===== config.mk =====
export PLATFORM = sky130hd
export DESIGN_NAME = fifo_rd_stream_flat
export DESIGN_NICKNAME = d
export VERILOG_FILES = /design/src/rtl/fifo_rd_stream_if.sv /design/src/rtl/fifo_rd_stream.sv /design/src/flat_wrapper.sv
export SDC_FILE = /design/constraint.sdc
export NUM_CORES = 1
export LEC_CHECK = 0
export ABC_AREA = 0
export ABC_CLOCK_PERIOD_IN_PS = 1600
export BUFFER_PORTS_ARGS = -buffer_cell sky130_fd_sc_hd__buf_4
export CORE_ASPECT_RATIO = 0.7
export CORE_MARGIN = 1
export CORE_UTILIZATION = 53
export CTS_BUF_LIST = sky130_fd_sc_hd__clkbuf_4 sky130_fd_sc_hd__clkbuf_8 sky130_fd_sc_hd__clkbuf_16
export CTS_CLUSTER_SIZE = 12
export DETAILED_ROUTE_END_ITERATION = 6
export PLACE_DENSITY = 0.79
export SLEW_MARGIN = 25
export SYNTH_ARGS = -nofsm -noshare
export SYNTH_HDL_FRONTEND = slang
export SYNTH_SLANG_ARGS = --single-unit

===== constraint.sdc =====
create_clock -name clk -period 1.6 [get_ports clk]
set_input_delay 0.08 -clock clk [delete_from_list [all_inputs] [get_ports clk]]
set_output_delay 0.08 -clock clk [all_outputs]
set_load 0.01 [all_outputs]

===== src/rtl/fifo_rd_stream_if.sv =====
// Handshake bundle between the FIFO read port, the adapter and the
// downstream valid/ready consumer. The adapter uses the master view and the
// surrounding environment (FIFO owner plus stream sink) uses the slave view.
interface fifo_rd_stream_if #(
  parameter int DATA_WIDTH = 16,
  parameter int CNT_WIDTH  = 16
);
  logic                  enable;
  logic                  Empty;
  logic [DATA_WIDTH-1:0] DataOut;
  logic                  Read_EN;
  logic [DATA_WIDTH-1:0] m_data;
  logic                  m_valid;
  logic                  m_last;
  logic                  m_ready;
  logic [CNT_WIDTH-1:0]  pkt_count;

  modport master (
    input  enable, Empty, DataOut, m_ready,
    output Read_EN, m_data, m_valid, m_last, pkt_count
  );

  modport slave (
    output enable, Empty, DataOut, m_ready,
    input  Read_EN, m_data, m_valid, m_last, pkt_count
  );
endinterface


===== src/rtl/fifo_rd_stream.sv =====
// Read-side adapter for the synchronous FIFO. Pops words through
// Read_EN/DataOut/Empty and re-presents them as a valid/ready stream with a
// last flag every PKT_LEN words. A two-entry buffer hides the FIFO's
// one-cycle read latency so a word can leave every clock; a read is only
// issued when the word it returns is guaranteed a free buffer slot.
module fifo_rd_stream #(
  parameter int DATA_WIDTH = 16,
  parameter int PKT_LEN    = 8,
  parameter int CNT_WIDTH  = 16
) (
  input logic               clk,
  input logic               rst,
  fifo_rd_stream_if.master  bus
);
  localparam int IDX_W = $clog2(PKT_LEN);
  localparam logic [IDX_W-1:0] LAST_IDX = IDX_W'(PKT_LEN - 1);

  logic [DATA_WIDTH-1:0] buf0_q, buf0_d;
  logic [DATA_WIDTH-1:0] buf1_q, buf1_d;
  logic [1:0]            occ_q, occ_d;
  logic                  pend_q, pend_d;
  logic [IDX_W-1:0]      idx_q, idx_d;
  logic [CNT_WIDTH-1:0]  pktCount_q, pktCount_d;

  logic       mValid;
  logic       mLast;
  logic       pop;
  logic       readEn;
  logic [1:0] occAfterPop;
  logic [2:0] occSum;

  // Handshake, read credit and next-state for buffer, word index and packet counter
  always_comb begin
    mValid      = (occ_q != 2'd0);
    mLast       = mValid && (idx_q == LAST_IDX);
    pop         = mValid && bus.m_ready;
    occAfterPop = occ_q - {1'b0, pop};
    occSum      = {1'b0, occAfterPop} + {2'b00, pend_q};
    readEn      = !rst && bus.enable && !bus.Empty && (occSum < 3'd2);

    occ_d      = occSum[1:0];
    pend_d     = readEn;
    buf0_d     = buf0_q;
    buf1_d     = buf1_q;
    idx_d      = idx_q;
    pktCount_d = pktCount_q;

    if (pop) begin
      buf0_d = buf1_q;
      idx_d  = (idx_q == LAST_IDX) ? '0 : idx_q + IDX_W'(1);
      if (mLast) begin
        pktCount_d = pktCount_q + CNT_WIDTH'(1);
      end
    end

    // The returning word lands at the tail seen after this cycle's pop, so
    // with one entry being popped it becomes the new head on the same edge.
    if (pend_q) begin
      if (occAfterPop == 2'd0) begin
        buf0_d = bus.DataOut;
      end else begin
        buf1_d = bus.DataOut;
      end
    end
  end

  // State registers; reset also discards any read still in flight
  always_ff @(posedge clk or posedge rst) begin
    if (rst) begin
      buf0_q     <= '0;
      buf1_q     <= '0;
      occ_q      <= 2'd0;
      pend_q     <= 1'b0;
      idx_q      <= '0;
      pktCount_q <= '0;
    end else begin
      buf0_q     <= buf0_d;
      buf1_q     <= buf1_d;
      occ_q      <= occ_d;
      pend_q     <= pend_d;
      idx_q      <= idx_d;
      pktCount_q <= pktCount_d;
    end
  end

  // The credit check must keep the buffer from ever holding a third word
  always_ff @(posedge clk) begin
    if (!rst) begin
      assert (occSum <= 3'd2) else $error("fifo_rd_stream: output buffer overflow");
    end
  end

  assign bus.Read_EN   = readEn;
  assign bus.m_valid   = mValid;
  assign bus.m_last    = mLast;
  assign bus.m_data    = buf0_q;
  assign bus.pkt_count = pktCount_q;
endmodule


===== src/flat_wrapper.sv =====
// flat-port wrapper written by rule: the top's interface ports become plain ports
module fifo_rd_stream_flat 
#(
  parameter int DATA_WIDTH = 16,
  parameter int PKT_LEN    = 8,
  parameter int CNT_WIDTH  = 16
)
  (clk, rst, bus_enable, bus_Empty, bus_DataOut, bus_m_ready, bus_Read_EN, bus_m_data, bus_m_valid, bus_m_last, bus_pkt_count);
  fifo_rd_stream_if #(.DATA_WIDTH(DATA_WIDTH), .CNT_WIDTH(CNT_WIDTH)) bus_i ();
  input logic clk;
  input logic rst;
  input wire logic [$bits(bus_i.enable)-1:0] bus_enable;
  input wire logic [$bits(bus_i.Empty)-1:0] bus_Empty;
  input wire logic [$bits(bus_i.DataOut)-1:0] bus_DataOut;
  input wire logic [$bits(bus_i.m_ready)-1:0] bus_m_ready;
  output wire logic [$bits(bus_i.Read_EN)-1:0] bus_Read_EN;
  output wire logic [$bits(bus_i.m_data)-1:0] bus_m_data;
  output wire logic [$bits(bus_i.m_valid)-1:0] bus_m_valid;
  output wire logic [$bits(bus_i.m_last)-1:0] bus_m_last;
  output wire logic [$bits(bus_i.pkt_count)-1:0] bus_pkt_count;
  assign bus_i.enable = bus_enable;
  assign bus_i.Empty = bus_Empty;
  assign bus_i.DataOut = bus_DataOut;
  assign bus_i.m_ready = bus_m_ready;
  assign bus_Read_EN = bus_i.Read_EN;
  assign bus_m_data = bus_i.m_data;
  assign bus_m_valid = bus_i.m_valid;
  assign bus_m_last = bus_i.m_last;
  assign bus_pkt_count = bus_i.pkt_count;
  fifo_rd_stream #(.DATA_WIDTH(DATA_WIDTH), .PKT_LEN(PKT_LEN), .CNT_WIDTH(CNT_WIDTH)) u_core (.clk(clk), .rst(rst), .bus(bus_i));
endmodule

### After elaboration in Yosys (flattened, before gate mapping)

Cells that the tools add are included.

* register bits after elaboration: 54
* output and inout port bits: 35
* word-level logic and storage cells: 28

* $add $sub $neg: 4
* order comparisons: 1
* equality and inequality tests: 1
* multiplexer cells: 4
* bitwise logic cells: 1
* reductions and logical operators: 11

Operator list (count)
* $mux 16: 3
* $add 16x1->16 const B: 1
* $logic_and 1x1->1: 5
* $reduce_and 2->1: 2
* $add 2x1->3: 1
* $add 3x1->3 const B: 1
* $eq 3x3->1 const B: 1
* $lt 3x2->1 const B: 1
* $mux 3: 1
* $logic_not 1->1: 2
* $logic_not 2->1: 1
* $reduce_bool 2->1: 1
* $sub 2x1->2: 1
* $not 1->1: 1

### Logic depth before layout (Yosys ltp)

Gate-level depths: netlist of the first run.

* depth after elaboration: 6
* gate-level depth with buffers: 7
* gate-level depth less buffers: 7

### Worst setup path after synthesis of the first run

No wires, ideal clock.

* path kind: reg2reg
* start point: register u_core.occ_q[0]
* end point: register u_core.pend_q
* library setup time: 0.148 ns
* data arrival time: 1.393 ns
* path slack: 0.059 ns
* stages on the path, launching flop included: 8
* buffers on the path: 0
* period minus slack after synthesis: 1.541 ns
* cell sequence: dfrtp_1 > nor2b_2 > a21o_1 > ha_1 > inv_1 > ha_1 > nand2_1 > nor3_1

* word-level cells in the longest chain between the ends: 6

Ends and longest elaborated chain
* start, declared: line fifo_rd_stream.sv:20 `logic [1:0] occ_q, occ_d;`
* start signal, assigned: line fifo_rd_stream.sv:72 `occ_q <= 2'd0;`
* start signal, assigned: line fifo_rd_stream.sv:79 `occ_q <= occ_d;`
* $reduce_bool 2->1: line fifo_rd_stream.sv:34 `mValid = (occ_q != 2'd0);`
* $logic_and 1x1->1: line fifo_rd_stream.sv:36 `pop = mValid && bus.m_ready;`
* $sub 2x1->2 (*): line fifo_rd_stream.sv:37 `occAfterPop = occ_q - {1'b0, pop};`
* $add 2x1->3 (*): line fifo_rd_stream.sv:38 `occSum = {1'b0, occAfterPop} + {2'b00, pend_q};`
* $lt 3x2->1 (*): line fifo_rd_stream.sv:39 `readEn = !rst && bus.enable && !bus.Empty && (occSum < 3'd2);`
* $logic_and 1x1->1 (*): line fifo_rd_stream.sv:39
* net bus_Read_EN: line flat_wrapper.sv:16 `output wire logic [$bits(bus_i.Read_EN)-1:0] bus_Read_EN;`
* end signal, assigned: line fifo_rd_stream.sv:80 `pend_q <= pend_d;`
* end, declared: line fifo_rd_stream.sv:21 `logic pend_q, pend_d;`

Mark *: on every way through the listed nets, which the timed path passes. The rest lies on a longest branch.
A chain may end at the register's enable or synchronous reset.

### Final worst setup path of the first run

* start point: register u_core.occ_q[0]
* end point: output port bus_Read_EN

* word-level cells in the longest chain between the ends: 6

Ends and longest elaborated chain (line)
* $reduce_bool 2->1: fifo_rd_stream.sv:34
* $logic_and 1x1->1: fifo_rd_stream.sv:36
* $sub 2x1->2 (*): fifo_rd_stream.sv:37
* $add 2x1->3 (*): fifo_rd_stream.sv:38
* $lt 3x2->1 (*): fifo_rd_stream.sv:39
* $logic_and 1x1->1 (*): fifo_rd_stream.sv:39
* end, declared: flat_wrapper.sv:16

Mark *: on every way between the ends. The rest lies on a longest branch, timed or not.

==> results of run 1 <==
==> cells in the mapped netlist, drive strengths merged <==
| master | number | share of area |
|---|---|---|
| dfrtp | 54 | 0.58 |
| nand2 | 26 | 0.042 |
| mux2 | 19 | 0.091 |
| o21ai | 17 | 0.041 |
| mux2i | 16 | 0.068 |
| xnor2 | 14 | 0.052 |
| nand3 | 6 | 0.013 |
| buf | 5 | 0.017 |
| ha | 5 | 0.027 |
| nand4 | 5 | 0.013 |
| nor2 | 4 | 0.011 |
| inv | 3 | 0.0048 |
| nor3 | 3 | 0.0064 |
| a21o | 2 | 0.0064 |
| nor2b | 2 | 0.0064 |
| and2 | 1 | 0.0027 |
| clkbuf | 1 | 0.0016 |
| nand2b | 1 | 0.0027 |
| nor3b | 1 | 0.0053 |
| o211ai | 1 | 0.0053 |
| or2 | 1 | 0.0037 |
| xor2 | 1 | 0.0037 |
==> metrics by stage <==
step           utilization  hold WS [ps]
3_5_place_dp        0.7121         132.6
2_1_floorplan            -         200.7
5_1_grt             0.8124         93.46
3_3_place_gp        0.7121         134.1
6_report            0.8124         81.46
4_1_cts             0.7922         21.19
==> layer usage <==
| layer | wire (um) | vias to the layer above | track usage |
|---|---|---|---|
| met2 | 2426 | 40 | 0.3595 |
| met5 | 0 | - | 0 |
| met1 | 2353 | 835 | 0.3159 |
| li1 | - | 826 | - |
| met4 | 93 | 0 | 0.09184 |
| met3 | 243 | 10 | 0.05827 |
==> repair_timing <==
item / 4_1_cts / 5_1_grt
resized for setup: 8 / 11
hold buffers: 17 / 0
pin swaps: 2 / 4
hold endpoints to repair: 50 / 0
setup buffers: 5 / 3
setup endpoints to repair: 3 / 24
gates cloned: 0 / 1
==> flip-flops by register name, summed over array words and instances (netlist names) <==
register              count
u_core.buf1_q            16
u_core.bus.m_data        16
u_core.bus.pkt_count     16
u_core.idx_q              3
u_core.occ_q              2
u_core.pend_q             1
==> worst paths after layout <==
check / to / start / depth (start not counted) / slack, ps
hold reg to reg: u_core.bus.pkt_count[15] / u_core.bus.pkt_count[15] / 1 / 480
hold / removal: u_core.bus.pkt_count[2] / bus_m_ready / 3 / 80
max in group asynchronous: u_core.idx_q[0] / rst / 4 / 710
min in group asynchronous: u_core.bus.m_data[12] / rst / 3 / 360
setup reg to reg: u_core.bus.pkt_count[14] / u_core.idx_q[1] / 6 / 20
setup / recovery: bus_Read_EN / u_core.occ_q[0] / 8 / -190
==> area by class of cell <==
cell class,instances,share of cell area
Clock inverter,3,0.006403
Sequential cell,54,0.4068
Timing Repair Buffer,89,0.2377
Clock buffer,5,0.02072
Tap cell,52,0.01959
Inverter,3,0.003390
Multi-Input combinational cell,125,0.3055
==> logic make-up after synthesis <==
kind of cell / after synthesis / share of synthesized area
buffers and inverters: 9 / 0.02347
xor gates and xnor gates: 15 / 0.05600
DFF: 54 / 0.5760
AOI/OAI and AO/OA: 20 / 0.05280
adders and majority gates: 5 / 0.02667
muxes: 35 / 0.1595
and+or+nand+nor: 50 / 0.1056
==> tightest hold or removal path, cell delays in order <==
cell,delay [ps]
buf_4,140
nand4_1,80
xnor2_1,60
==> power breakdown <==
part | switching [uW] | internal, uW | leakage [uW] | total (uW)
clock | 455 | 308 | 0.0000441 | 763
combinational | 462 | 645 | 0.000915 | 1110
sequential | 224 | 1720 | 0.000708 | 1950
==> out/summary.txt, run 1 <==
Most frequent cells in the layout -> 64 x buf_4, 54 x dfrtp_1, 25 x nand2_1
Num CTS Buffers -> 5
Clock latency on the worst-skew pair -> 310 ps
Pleak -> 0.001667 uW
Row count -> 19
Nets -> 304
DRC Markers -> 0
Required time worst endpoint -> 1520 ps
Max Cap Viol -> 0
Register area -> 0.001351 mm^2
Synthesized instance count -> 188
Synth unique cells -> 28
Arrival time at the worst endpoint -> 1710 ps
Initial DRT Pass Iterations -> 4
Iter 0 DRT Violations -> 78
Startpoint Class -> flip-flop
Final WS setup -> -186.2 ps
Largest vdd supply drop -> 0.8128 mV
Die Span X -> 81.52 um
GP Congestion -> 0.7486
CTS clk-pin slew, worst paths -> 90 ps
Setup TNS -> -186.2 ps
# diodes -> 0
Final slew viol count -> 0
Worst path max stage delay -> 410 ps
Routed vias -> 1711
Layout cells sized above 1 -> 0.3513
Most common cell after layout, fill and taps aside -> buf_4
Vias in the first global route -> 1679
Critical-path cell list -> nor2b_4, a21o_1, ha_2, inv_2, ha_4, nand2_4, nor3_4, buf_6
Initial Utilization -> 0.5737
Setup crit end kind -> primary output
Buf+Inv Stages, Crit Path -> 2
Max frequency -> 0.5598 GHz
CTS tree -> built
Outcome -> complete, but fails checks
Initial antenna violation count -> 0
Cell area after synthesis -> 0.002346 mm^2
Minimum clock period -> 1786 ps
CTS H-tree lvls -> 2
Pin count of the biggest net entering global routing -> 35
Post-placement cell area -> 0.002912 mm^2
Tot Pwr -> 3817 uW
Drt wl/cell -> 15.46 um
First-pass GRT wire length -> 7948 um
Design area -> 0.003322 mm^2
Critical-path top delay cell -> dfrtp_1
Routed WL -> 5117 um
Multi-input logic area -> 0.001015 mm^2
#FFs+latches synth -> 54
PortBufs -> 55
Layout Cells excl Fill -> 331
Core box area -> 0.004089 mm^2
Kind of critical path -> flip-flop to primary output
Final Setup Violations -> 1
Worst Skew -> 6.008 ps
FILL cells -> 248
Worst slew margin -> 0.6915
Area Growth Syn to Fin -> 41.60%
Register area share after synthesis -> 0.5760
Failing checks -> negative setup slack
RSZ-0062 raised after global routing -> yes
Num ports -> 56
Yosys warning total -> 0
Syn nets -> 214
DPL Wire Length -> 3075 um
Vias per Instance -> 5.169
Hold WC Path Type -> primary input to flip-flop
Crit path max-delay family -> flip-flops
Global Route Usage Sum -> 0.2319
Root Buffer -> clkbuf_8
Crit Path Max Fanout -> 3
Clock Sinks -> 54
Final worst-path cycle share -> 1.116
Cell count after placement -> 299
Clock tree buffer depth -> 2
DRT antenna net count -> 0
Worst slew pin tran -> 462.0 ps
DIE AREA -> 0.004701 mm^2
Die Y -> 57.67 um
Mapped Avg Cell Area -> 12.48 um^2
Final hold vios -> 0
Grt total ovfl -> 0
Pwr/cell area -> 1149 mW/mm^2
Dpl ws -> 7.417 ps
(Power assumes the default switching activity.)
==> run 2: changes to the inputs <==
--- a/config.mk
+++ b/config.mk
@@ -19,3 +19,4 @@
 export SYNTH_ARGS = -nofsm -noshare
 export SYNTH_HDL_FRONTEND = slang
 export SYNTH_SLANG_ARGS = --single-unit
+export TNS_END_PERCENT = 20
==> out/summary.txt, run 2 (synthesized netlist as in run 1, its figures left out) <==
Clock latency on the worst-skew pair -> 310 ps
Outcome -> complete, but fails checks
Vias per Instance -> 5.233
RR Startpoint -> u_core.occ_q[0]
Root Buffer -> clkbuf_8
RSZ-0062 raised after global routing -> yes
Iter 0 DRT Violations -> 69
Worst Skew -> 6.685 ps
Design area -> 0.003309 mm^2
Worst slew pin tran -> 460.9 ps
Grt total ovfl -> 0
Initial Utilization -> 0.5737
Startpoint Class -> flip-flop
Pwr/cell area -> 1158 mW/mm^2
Pleak -> 0.001687 uW
Final hold vios -> 0
Global Route Usage Sum -> 0.2350
Layout cells sized above 1 -> 0.3705
Worst path max stage delay -> 410 ps
Row count -> 19
Pin count of the biggest net entering global routing -> 35
Critical-path cell list -> nor2b_4, a21o_1, ha_2, inv_2, ha_4, nand2_4, nor3_4, buf_6
Clock tree buffer depth -> 2
Crit path max-delay family -> flip-flops
DRT antenna net count -> 0
Flop-to-flop setup slack -> -60 ps
CTS tree -> built
Vias in the first global route -> 1685
Core box area -> 0.004089 mm^2
DRC Markers -> 0
Initial antenna violation count -> 0
Drt wl/cell -> 15.67 um
CTS clk-pin slew, worst paths -> 90 ps
Final WS setup -> -192.3 ps
Minimum clock period -> 1792 ps
Most frequent cells in the layout -> 64 x buf_4, 54 x dfrtp_1, 23 x nand2_1
Dpl ws -> 7.417 ps
Crit Path Max Fanout -> 3
Critical-path top delay cell -> dfrtp_1
Hold WC Path Type -> primary input to flip-flop
Max Cap Viol -> 0
Post-placement cell area -> 0.002912 mm^2
Most common cell after layout, fill and taps aside -> buf_4
Critical R2R Capture -> u_core.buf1_q[6]
Final core occ -> 0.8094
Initial DRT Pass Iterations -> 4
Max frequency -> 0.5579 GHz
Worst R2R Path Depth -> 7
Failing checks -> negative setup slack
Hold depth -> 3
Worst hold slack -> 86.06 ps
Num CTS Buffers -> 5
Routed WL -> 5172 um
Final Setup Violations -> 18
Worst slew margin -> 0.6923
Final slew viol count -> 0
Die Y -> 57.67 um
First-pass GRT wire length -> 8066 um
Die Span X -> 81.52 um
Worst hold start -> bus_m_ready
Largest vdd supply drop -> 0.8118 mV
FILL cells -> 249
GP Congestion -> 0.7486
Routed vias -> 1727
PortBufs -> 55
Final worst-path cycle share -> 1.120
CTS H-tree lvls -> 2
DPL Wire Length -> 3075 um
Nets -> 303
# diodes -> 0
Num ports -> 56
Arrival time at the worst endpoint -> 1710 ps
Buf+Inv Stages, Crit Path -> 2
Setup crit end kind -> primary output
Kind of critical path -> flip-flop to primary output
Min-Delay Endpoint -> u_core.bus.pkt_count[2]
Area Growth Syn to Fin -> 41.07%
DIE AREA -> 0.004701 mm^2
Required time worst endpoint -> 1520 ps
Clock Sinks -> 54
==> run 2: worst max-delay path by stage <==
stage | from | endpoint | slack [ps] | depth (start not counted)
2_1_floorplan | u_core.occ_q[0] | u_core.pend_q | 60 | 7
3_3_place_gp | u_core.idx_q[0] | u_core.bus.pkt_count[6] | 100 | 6
3_5_place_dp | u_core.idx_q[0] | u_core.bus.pkt_count[6] | 7 | 6
4_1_cts | u_core.occ_q[0] | bus_Read_EN | -170 | 8
5_1_grt | u_core.occ_q[0] | bus_Read_EN | -260 | 8
6_report | u_core.occ_q[0] | bus_Read_EN | -190 | 8
==> run 2: final cells by class <==
class                      count  area (um^2)  area share
timing repair buffer          88        764.5      0.2310
sequential                    54         1351      0.4083
clock buffer                   5        68.82     0.02079
tap                           52        65.06     0.01966
inverter                       3        11.26    0.003403
clock inverter                 3        21.27    0.006427
multi-input combinational    125         1027      0.3104
==> run 2: worst reg2reg max path: stages (launching register included) <==
cell and delay [ps]:
dfrtp_1 410, nor2b_4 140, buf_4 130, buf_6 100
buf_6 110, o21ai_4 140, buf_12 180, mux2_1 340
==> run 2: what timing repair did <==
item,in CTS,in global routing
buffers inserted,4,2
resized for setup,8,16
hold endpoints to repair,50,0
hold buffers,17,0
setup endpoints to repair,3,28
pin swaps,2,4
==> run 2: power by group <==
group	switching [uW]	internal (uW)
Sequential	224	1720
Combinational	463	664
Clock	451	308
Total	1140	2700
==> run 2: through the flow <==
stage / cells / setup TNS [ps] / power [uW]
after global placement: 299 / 0 / 2900
after detailed placement: 299 / 0 / 2937
final: 330 / -830.4 / 3833
after CTS: 328 / -184.6 / 3749
after global routing: 330 / -2282 / 4046
after floorplan: 188 / 0 / 2449
==> run 2: per-layer routing <==
| metal | global-route usage | wire length [um] |
|---|---|---|
| met5 | 0 | 0 |
| met2 | 0.3619 | 2398 |
| met1 | 0.3234 | 2442 |
| met3 | 0.05827 | 244 |
| met4 | 0.09184 | 87 |
==> run 3: changes to the inputs <==
--- a/config.mk
+++ b/config.mk
@@ -9,11 +9,11 @@
 export ABC_CLOCK_PERIOD_IN_PS = 1600
 export BUFFER_PORTS_ARGS = -buffer_cell sky130_fd_sc_hd__buf_4
 export CORE_ASPECT_RATIO = 0.7
-export CORE_MARGIN = 1
 export CORE_UTILIZATION = 53
 export CTS_BUF_LIST = sky130_fd_sc_hd__clkbuf_4 sky130_fd_sc_hd__clkbuf_8 sky130_fd_sc_hd__clkbuf_16
 export CTS_CLUSTER_SIZE = 12
 export DETAILED_ROUTE_END_ITERATION = 6
+export HOLD_SLACK_MARGIN = 0.15
 export PLACE_DENSITY = 0.79
 export SLEW_MARGIN = 25
 export SYNTH_ARGS = -nofsm -noshare
==> out/summary.txt, run 3 (synthesized netlist as in run 1, its figures left out) <==
Kind of critical path -> flip-flop to primary output
Buf+Inv Stages, Crit Path -> 2
Comb power frac -> 0.295
Dpl ws -> 7.417 ps
Pwr/cell area -> 1151 mW/mm^2
PortBufs -> 55
# diodes -> 0
RSZ-0062 raised after global routing -> yes
Final WS setup -> -206.9 ps
Arrival time at the worst endpoint -> 1730 ps
Nets -> 305
Routed vias -> 1741
Multi-input logic area -> 0.001027 mm^2
Layout cells sized above 1 -> 0.3643
Largest vdd supply drop -> 0.8125 mV
Final Setup Violations -> 18
CTS clk-pin slew, worst paths -> 90 ps
Crit path from -> u_core.occ_q[0]
Drt wl/cell -> 15.60 um
Required time worst endpoint -> 1520 ps
Initial DRT Pass Iterations -> 4
Hold WC Path Type -> primary input to flip-flop
Outcome -> complete, but fails checks
Worst Skew -> 6.175 ps
Minimum clock period -> 1807 ps
DIE AREA -> 0.004701 mm^2
First-pass GRT wire length -> 8079 um
Vias in the first global route -> 1700
CTS H-tree lvls -> 2
Initial Utilization -> 0.5737
Sw frac -> 0.2962
Setup crit end kind -> primary output
Critical-path cell list -> nor2b_4, a21o_1, ha_2, inv_2, ha_4, nand2_4, nor3_4, buf_6
Max Cap Viol -> 0
Clock network power share -> 0.198
Worst slew pin tran -> 453.7 ps
Crit Path Max Fanout -> 3
Final hold vios -> 0
Initial antenna violation count -> 0
Layout Cells excl Fill -> 332
Most common cell after layout, fill and taps aside -> buf_4
Clock Sinks -> 54
Failing checks -> negative setup slack
Final worst-path cycle share -> 1.129
Internal power -> 2699 uW
CTS tree -> built
Critical-path top delay cell -> dfrtp_1
FILL cells -> 248
Num CTS Buffers -> 5
Die Span X -> 81.52 um
Iter 0 DRT Violations -> 77
Core box area -> 0.004089 mm^2
Grt total ovfl -> 0
DPL Wire Length -> 3075 um
Die Y -> 57.67 um
Pleak -> 0.001694 uW
Clock tree buffer depth -> 2
GP Congestion -> 0.7486
Max frequency -> 0.5534 GHz
Row count -> 19
Area Growth Syn to Fin -> 42.03%
Final slew viol count -> 0
Num ports -> 56
DRC Markers -> 0
Clock latency on the worst-skew pair -> 310 ps
Worst hold start -> bus_m_ready
Pin count of the biggest net entering global routing -> 35
Crit path max-delay family -> flip-flops
Vias per Instance -> 5.244
Routed WL -> 5180 um
Startpoint Class -> flip-flop
DRT antenna net count -> 0
Cell count after placement -> 299
Setup TNS -> -873.5 ps
Register share of total power -> 0.507
Worst path max stage delay -> 410 ps
Worst slew margin -> 0.6971
Global Route Usage Sum -> 0.2353
RR Startpoint -> u_core.occ_q[0]
Sw Pwr -> 1136 uW
Root Buffer -> clkbuf_8
Register area -> 0.001351 mm^2
Most frequent cells in the layout -> 63 x buf_4, 54 x dfrtp_1, 23 x nand2_1
run 3: final timing paths:
| path | slack, ps | endpoint | depth (start not counted) |
|---|---|---|---|
| max | -210 | bus_Read_EN | 8 |
| min | 200 | u_core.bus.pkt_count[0] | 3 |
| max reg2reg | -60 | u_core.buf1_q[6] | 7 |
| min reg2reg | 480 | u_core.bus.pkt_count[15] | 1 |
| max in group asynchronous | 710 | u_core.idx_q[0] | 4 |
| min in group asynchronous | 360 | u_core.bus.m_data[12] | 3 |
run 3: layer usage:
| metal | vias to the layer above | wire (um) | track usage |
|---|---|---|---|
| li1 | 826 | - | - |
| met1 | 853 | 2376 | 0.3244 |
| met2 | 52 | 2439 | 0.3619 |
| met3 | 10 | 277 | 0.05827 |
| met4 | 0 | 86 | 0.09184 |
| met5 | - | 0 | 0 |
run 3: layout make-up:
class                      count  area share
sequential                    54      0.4056
multi-input combinational    125      0.3083
timing repair buffer          90      0.2362
clock buffer                   5     0.02065
tap                           52     0.01953
clock inverter                 3    0.006384
inverter                       3    0.003380
run 3: through the flow:
stage,power [uW],cell area [um^2],hold WS [ps],util
after floorplan,2449,2346,200.7,-
after global routing,4049,3332,229.5,0.8149
after detailed placement,2937,2912,132.6,0.7121
after global placement,2900,2912,134.1,0.7121
final,3835,3332,198.3,0.8149
after CTS,3753,3252,107.8,0.7953
run 3: power by group through the flow:
stage          Combinational, uW  Sequential [uW]  Clock [uW]
2_1_floorplan                449             2000           0
3_3_place_gp                 945             1960           0
3_5_place_dp                 973             1960           0
4_1_cts                     1040             1940         781
5_1_grt                     1230             1990         830
6_report                    1130             1940         760
run 3: repair_timing:
| action | 4_1_cts | 5_1_grt |
|---|---|---|
| endpoints found under the hold margin | 54 | 1 |
| hold buffers | 19 | 1 |
| pin swaps | 2 | 4 |
| gates resized for setup | 8 | 16 |
| setup buffers | 4 | 1 |
| setup endpoints to repair | 3 | 29 |
run 3: worst reg2reg max path: cells and delay by family (launching register included):
kind	cells	cell delay [ps]
AOI/OAI and AO/OA	1	140
buffers and inverters	4	520
muxes	1	340
and+or+nand+nor	1	140
DFF	1	410
